==> src/rtl/cordic_pipe_ctrl_pkg.sv <==
// Shared types and defaults for the CORDIC pipeline sequencing controller.
package cordic_ctrl_pkg;

  localparam int STAGES_DEF = 32;  // CE-gated datapath stages after the input register
  localparam int TAGW       = 4;   // requester tag width
  localparam int CNTW_DEF   = 6;   // in-flight counter width, 2**CNTW > STAGES+1

  localparam logic [1:0] Q0 = 2'b00;
  localparam logic [1:0] Q1 = 2'b01;
  localparam logic [1:0] Q2 = 2'b10;
  localparam logic [1:0] Q3 = 2'b11;

  // Identity of the operation held in one pipeline slot.
  typedef struct packed {
    logic            valid;
    logic [TAGW-1:0] tag;
    logic [1:0]      quad;
  } slot_t;

endpackage

==> src/rtl/cordic_pipe_ctrl_if.sv <==
// Request/result handshake bundle between a requester and the controller.
interface cordic_pipe_ctrl_if;
  import cordic_ctrl_pkg::*;

  logic            in_valid;
  logic            in_ready;
  logic [31:0]     in_angle;
  logic [TAGW-1:0] in_tag;
  logic            out_valid;
  logic            out_ready;
  logic [TAGW-1:0] out_tag;
  logic [1:0]      out_quad;

  modport master (
    output in_valid, in_angle, in_tag, out_ready,
    input  in_ready, out_valid, out_tag, out_quad
  );

  modport slave (
    input  in_valid, in_angle, in_tag, out_ready,
    output in_ready, out_valid, out_tag, out_quad
  );
endinterface

==> src/rtl/cordic_pipe_ctrl_valid_pipe.sv <==
// Shift register of slot records that shadows the datapath stages.
// Slot 0 sits beside z_reg; slot STAGES is the final stage seen at the output.
module cordic_valid_pipe
  import cordic_ctrl_pkg::*;
#(
  parameter int STAGES = STAGES_DEF
) (
  input  logic            C,
  input  logic            RST_N,
  input  logic            en,
  input  logic            clr,
  input  logic            push,
  input  logic [TAGW-1:0] push_tag,
  input  logic [1:0]      push_quad,
  output slot_t           out_slot
);

  slot_t [STAGES:0] slots_q;
  slot_t [STAGES:0] slots_d;

  // Next slot contents: clear drops valid bits only, enable shifts and loads slot 0.
  always_comb begin
    slots_d = slots_q;
    if (clr) begin
      for (int i = 0; i <= STAGES; i++) slots_d[i].valid = 1'b0;
    end else if (en) begin
      for (int i = STAGES; i > 0; i--) slots_d[i] = slots_q[i-1];
      slots_d[0].valid = push;
      if (push) begin
        slots_d[0].tag  = push_tag;
        slots_d[0].quad = push_quad;
      end
    end
  end

  // Slot state registers.
  always_ff @(posedge C or negedge RST_N) begin
    if (!RST_N) slots_q <= '0;
    else        slots_q <= slots_d;
  end

  assign out_slot = slots_q[STAGES];

endmodule

==> src/rtl/cordic_pipe_ctrl.sv <==
// Sequencing controller for the pipelined CORDIC rotator: handshake, global
// clock enable, stage-0 angle register and in-flight accounting.
module cordic_pipe_ctrl
  import cordic_ctrl_pkg::*;
#(
  parameter int STAGES = STAGES_DEF,
  parameter int CNTW   = CNTW_DEF
) (
  input  logic                C,
  input  logic                RST_N,
  cordic_pipe_ctrl_if.slave   bus,
  input  logic                flush,
  output logic                CE,
  output logic [31:0]         z_reg,
  output logic                Z_31,
  output logic                Z_30,
  output logic [CNTW-1:0]     inflight,
  output logic                busy
);

  logic            accept;
  logic            deliver;
  logic [31:0]     z_reg_q, z_reg_d;
  logic [CNTW-1:0] inflight_q, inflight_d;
  slot_t           out_slot;

  // Whole pipe stalls only when a valid result is refused; reset holds CE low.
  always_comb begin
    CE           = RST_N & ~(bus.out_valid & ~bus.out_ready);
    bus.in_ready = CE & ~flush;
    accept       = bus.in_valid & bus.in_ready;
    deliver      = bus.out_valid & bus.out_ready;
  end

  // Stage-0 Z operand and in-flight count; flush empties the count but keeps z_reg.
  always_comb begin
    z_reg_d    = accept ? bus.in_angle : z_reg_q;
    inflight_d = inflight_q;
    if (flush)                   inflight_d = '0;
    else if (accept && !deliver) inflight_d = inflight_q + CNTW'(1);
    else if (!accept && deliver) inflight_d = inflight_q - CNTW'(1);
  end

  // Controller registers.
  always_ff @(posedge C or negedge RST_N) begin
    if (!RST_N) begin
      z_reg_q    <= '0;
      inflight_q <= '0;
    end else begin
      z_reg_q    <= z_reg_d;
      inflight_q <= inflight_d;
    end
  end

  cordic_valid_pipe #(.STAGES(STAGES)) u_valid_pipe (
    .C        (C),
    .RST_N    (RST_N),
    .en       (CE),
    .clr      (flush),
    .push     (accept),
    .push_tag (bus.in_tag),
    .push_quad(bus.in_angle[31:30]),
    .out_slot (out_slot)
  );

  assign bus.out_valid = out_slot.valid;
  assign bus.out_tag   = out_slot.tag;
  assign bus.out_quad  = out_slot.quad;
  assign z_reg         = z_reg_q;
  assign Z_31          = z_reg_q[31];
  assign Z_30          = z_reg_q[30];
  assign inflight      = inflight_q;
  assign busy          = (inflight_q != '0);

endmodule
==> src/flat_wrapper.sv <==
// flat-port wrapper written by rule: the top's interface ports become plain ports
module cordic_pipe_ctrl_flat import cordic_ctrl_pkg::*;
#(
  parameter int STAGES = STAGES_DEF,
  parameter int CNTW   = CNTW_DEF
)
  (C, RST_N, flush, CE, z_reg, Z_31, Z_30, inflight, busy, bus_in_valid, bus_in_angle, bus_in_tag, bus_out_ready, bus_in_ready, bus_out_valid, bus_out_tag, bus_out_quad);
  cordic_pipe_ctrl_if bus_i ();
  input  logic C;
  input  logic RST_N;
  input  logic flush;
  output logic CE;
  output logic [31:0] z_reg;
  output logic Z_31;
  output logic Z_30;
  output logic [CNTW-1:0] inflight;
  output logic busy;
  input wire logic [$bits(bus_i.in_valid)-1:0] bus_in_valid;
  input wire logic [$bits(bus_i.in_angle)-1:0] bus_in_angle;
  input wire logic [$bits(bus_i.in_tag)-1:0] bus_in_tag;
  input wire logic [$bits(bus_i.out_ready)-1:0] bus_out_ready;
  output wire logic [$bits(bus_i.in_ready)-1:0] bus_in_ready;
  output wire logic [$bits(bus_i.out_valid)-1:0] bus_out_valid;
  output wire logic [$bits(bus_i.out_tag)-1:0] bus_out_tag;
  output wire logic [$bits(bus_i.out_quad)-1:0] bus_out_quad;
  assign bus_i.in_valid = bus_in_valid;
  assign bus_i.in_angle = bus_in_angle;
  assign bus_i.in_tag = bus_in_tag;
  assign bus_i.out_ready = bus_out_ready;
  assign bus_in_ready = bus_i.in_ready;
  assign bus_out_valid = bus_i.out_valid;
  assign bus_out_tag = bus_i.out_tag;
  assign bus_out_quad = bus_i.out_quad;
  cordic_pipe_ctrl #(.STAGES(STAGES), .CNTW(CNTW)) u_core (.C(C), .RST_N(RST_N), .bus(bus_i), .flush(flush), .CE(CE), .z_reg(z_reg), .Z_31(Z_31), .Z_30(Z_30), .inflight(inflight), .busy(busy));
endmodule
==> config.mk <==
export PLATFORM = sky130hd
export DESIGN_NAME = cordic_pipe_ctrl_flat
export DESIGN_NICKNAME = d
export VERILOG_FILES = /design/src/rtl/cordic_pipe_ctrl_pkg.sv /design/src/rtl/cordic_pipe_ctrl_if.sv /design/src/rtl/cordic_pipe_ctrl_valid_pipe.sv /design/src/rtl/cordic_pipe_ctrl.sv /design/src/flat_wrapper.sv
export SDC_FILE = /design/constraint.sdc
export NUM_CORES = 1
export LEC_CHECK = 0
export ABC_AREA = 0
export ABC_CLOCK_PERIOD_IN_PS = 2580
export BUFFER_PORTS_ARGS = -buffer_cell sky130_fd_sc_hd__buf_2
export CAP_MARGIN = 20
export CORE_MARGIN = 5
export CORE_UTILIZATION = 42
export DETAILED_ROUTE_END_ITERATION = 12
export HOLD_SLACK_MARGIN = 0.1
export PLACE_DENSITY = 0.62
export SYNTH_ARGS = -nofsm -noshare
export SYNTH_HDL_FRONTEND = slang
export SYNTH_HIERARCHICAL = 1
export SYNTH_SLANG_ARGS = --single-unit
==> constraint.sdc <==
create_clock -name C -period 2.58 [get_ports C]
set_input_delay 0.387 -clock C [delete_from_list [all_inputs] [get_ports C]]
set_output_delay 0.387 -clock C [all_outputs]
set_load 0.02 [all_outputs]
==> run metrics <==
max-cap check violation count=0; kind of critical path=primary input to register; critical path capture point type=register; Clock Latency Late Sink=0.51 ns; Final min period=between 2 and 2.5 ns; pin count of the biggest net entering global routing=~180; Setup TNS=0 ns; setup violators final=0; TritonCTS Buffers=26; total core area=between 20000 and 30000 µm²; number of placed instances with taps included=1061; IO Port Bufs=90; Worst Tran Pin Value=about 0.94 ns; Initial Utilization=a little over two fifths; vias per cell=between 4 and 5; Min-Delay Path Class=primary input to register; critical path launch point type=primary input; fin crit share=about 94%; post-CTS resize count=0; Avg Inst Size Synth=17.2 µm²; clk sink count=269; first-pass GRT wire length=roughly 31 mm; H-tree lvl count=1; crit path DAT=roughly 2.8 ns; Layout Nets=between 800 and 900; Pleak=about 7 nW; Die Height=174 µm; drt pass-1 iters=4; peak supply drop=0.505 mV; Tot GR Track Use=11.7%; PwrDens=807 nW/µm²; largest family of logic cells by synthesized area=multiplexers; layout cell share with drive strength beyond 1=47.6%; final WL=18.1 mm; CTS tree=yes; n_diodes=0; clock-pin slew on the worst setup and hold paths=around 0.06 ns; post-synthesis compound-gate area fraction=less than 1%; fin. max-slew vios=0; setup ws final=about 0.16 ns; synthesized-area fraction occupied by adder cells=less than 1%; Final Hold Fails=0; Gate Count Post-Synth=660; Worst EP required=between 2 and 3 ns; Synth cell types=37; mux contribution to synthesized area=32.9%; DR vias=around 5.5k; Seq/Total Area, Yosys=59.3%; IO Count=just over 90; DP HPWL=about 11 mm; Slew HR=a little under two fifths; DRC viols=0; RePlAce Congestion=0.794; dpl ws=~0.25 ns; RSZ-0062 raised after global routing=false; Max Root-Sink Buffers=3; WHS=roughly 0.13 ns; fmax=413 MHz; die area=30400 µm²; Iter 0 DRT Violations=between 200 and 300; initial antenna violation count=0; clk_skew=0.00677 ns; CP Max Fanout=8; clock root buffer=clkbuf_16; final std cells w/o fill=roughly 1.1k; gr ovfl total=0; Post-Synth XOR/XNOR Area=less than 1%; Cell Area, Synth=11300 µm²; max reg flops=~220; Yosys warnings=6; Routed Antenna Nets=0; Syn Nets=between 700 and 800; flops & latches, synth=roughly 270; Syn-to-layout area delta=16.6%; Simple-Gate Fraction of Synth Area=roughly 2.2%; post-detailed-route wirelength per cell=15.9 µm; status=finished, final reports clean; vias in the first global route=6123; Die Wd=about 170 µm; Final Core Density=49.4%; Row Count=60
==> repair_timing <==
| item | 4_1_cts | 5_1_grt |
|---|---|---|
| buffers inserted | 0 | 0 |
| endpoints found under the hold margin | 37 | 0 |
| hold buffers | 34 | 0 |
==> cell families (layout without fill, tap and decap cells) <==
kind of cell	count (synthesis)	count (layout)
flops	269	269
mux	265	265
compound gates	14	14
fa+ha+maj	5	5
xor+xnor	4	4
simple gates	55	55
buf+inv	48	189
==> placed cells by master, fill, tap and decap left out, types with 2 or more instances in the layout <==
master         synthesis  final
ha_1                   4      4
inv_1                  4      4
clkbuf_16              0     27
clkbuf_8               0      8
nor2_1                38     38
mux2i_1               34     34
dlygate4sd3_1          0     34
mux2_4               209    209
clkbuf_1               3      6
nand2_1                3      3
dfrtp_1              269    269
nand2b_1               5      5
mux2_2                21     21
xnor2_1                3      3
clkinv_2               0      3
o22ai_1                2      2
buf_4                  9      5
buf_12                 3      9
buf_2                  7     89
a21oi_1                4      3
clkinvlp_4             0      2
a21o_1                 2      2
==> through the flow <==
step	power [mW]	area, µm²
2_1_floorplan	6.57	11300
3_3_place_gp	6.96	12000
3_5_place_dp	7.04	12000
4_1_cts	10.8	13200
5_1_grt	11.2	13200
6_report	10.7	13200
==> worst max-delay path, cell delays in order <==
cell	delay (ns)
dlygate4sd3_1	0.59
buf_8	0.14
inv_1	0.09
a211oi_2	0.27
and3_2	0.25
inv_1	0.09
ha_1	0.28
a21o_1	0.20
a21oi_1	0.21
xor2_1	0.20
o22ai_1	0.10
==> routing by layer <==
| metal | global-route usage, % | wire [µm] |
|---|---|---|
| met3 | 2.41 | 714 |
| met2 | 19.1 | 8670 |
| met4 | 2.87 | 343 |
| met1 | 16.1 | 8430 |
| met5 | 0 | 0 |
==> layout make-up <==
cell class | instances | area (µm²)
multi-input combinational | 343 | 4200
timing repair buffer | 138 | 1020
inverter | 5 | 18.8
clock inverter | 5 | 30.0
sequential | 269 | 6730
clock buffer | 41 | 808
tap | 341 | 427
fill | 2179 | 13600
==> synth_stat cells <==
master    number  area, µm²
nor4_1         1       6.26
dfrtp_1      269       6730
buf_12         3       60.1
a211oi_2       1       12.5
o211ai_1       1       7.51
mux2i_2        1       13.8
nand4_1        1       6.26
xor2_1         1       8.76
buf_4          9       67.6
o21bai_1       1       7.51
nand2b_4       1       13.8
nor4b_1        1       8.76
fa_1           1       20.0
ha_1           4       50.1
a21o_1         2       15.0
inv_2          1       3.75
a21oi_1        4       20.0
and2_1         1       6.26
and3_2         1       7.51
mux2i_1       34        340
nand2_1        3       11.3
nor2_1        38        143
buf_2          7       35.0
clkbuf_1       3       11.3
nand3_1        1       5.00
a22o_1         1       8.76
inv_1          4       15.0
a211oi_1       1       7.51
nand3b_1       1       7.51
a31oi_1        1       6.26
xnor2_1        3       26.3
mux2_2        21        236
buf_6         21        236
nand2b_1       5       31.3
o22ai_1        2       12.5
or4_1          1       7.51
mux2_4       209       3140
==> path summary, 6_finish.rpt <==
path | slack (ns) | cells past startpoint | startpoint | endpoint
setup / recovery | 0.16 | 11 | RST_N | u_core/inflight[3]
hold / removal | 0.13 | 2 | bus_in_angle[31] | u_core/z_reg[31]
setup reg to reg | 0.33 | 8 | u_core/u_valid_pipe/out_slot[6] | u_core/inflight[3]
hold reg to reg | 0.50 | 1 | u_core/u_valid_pipe/slots_q[56] | u_core/u_valid_pipe/slots_q[63]
max in group asynchronous | 1.20 | 3 | RST_N | u_core/u_valid_pipe/slots_q[220]
min in group asynchronous | 0.27 | 2 | RST_N | u_core/u_valid_pipe/slots_q[223]
==> where the power goes <==
part | total, mW | internal [mW] | switching (mW) | leakage, nW
clock network | 3.66 | 2.14 | 1.52 | 0.409
registers | 5.28 | 4.89 | 0.394 | 3.60
logic | 1.74 | 1.08 | 0.653 | 2.91
Power figures use the tool's default switching activity.
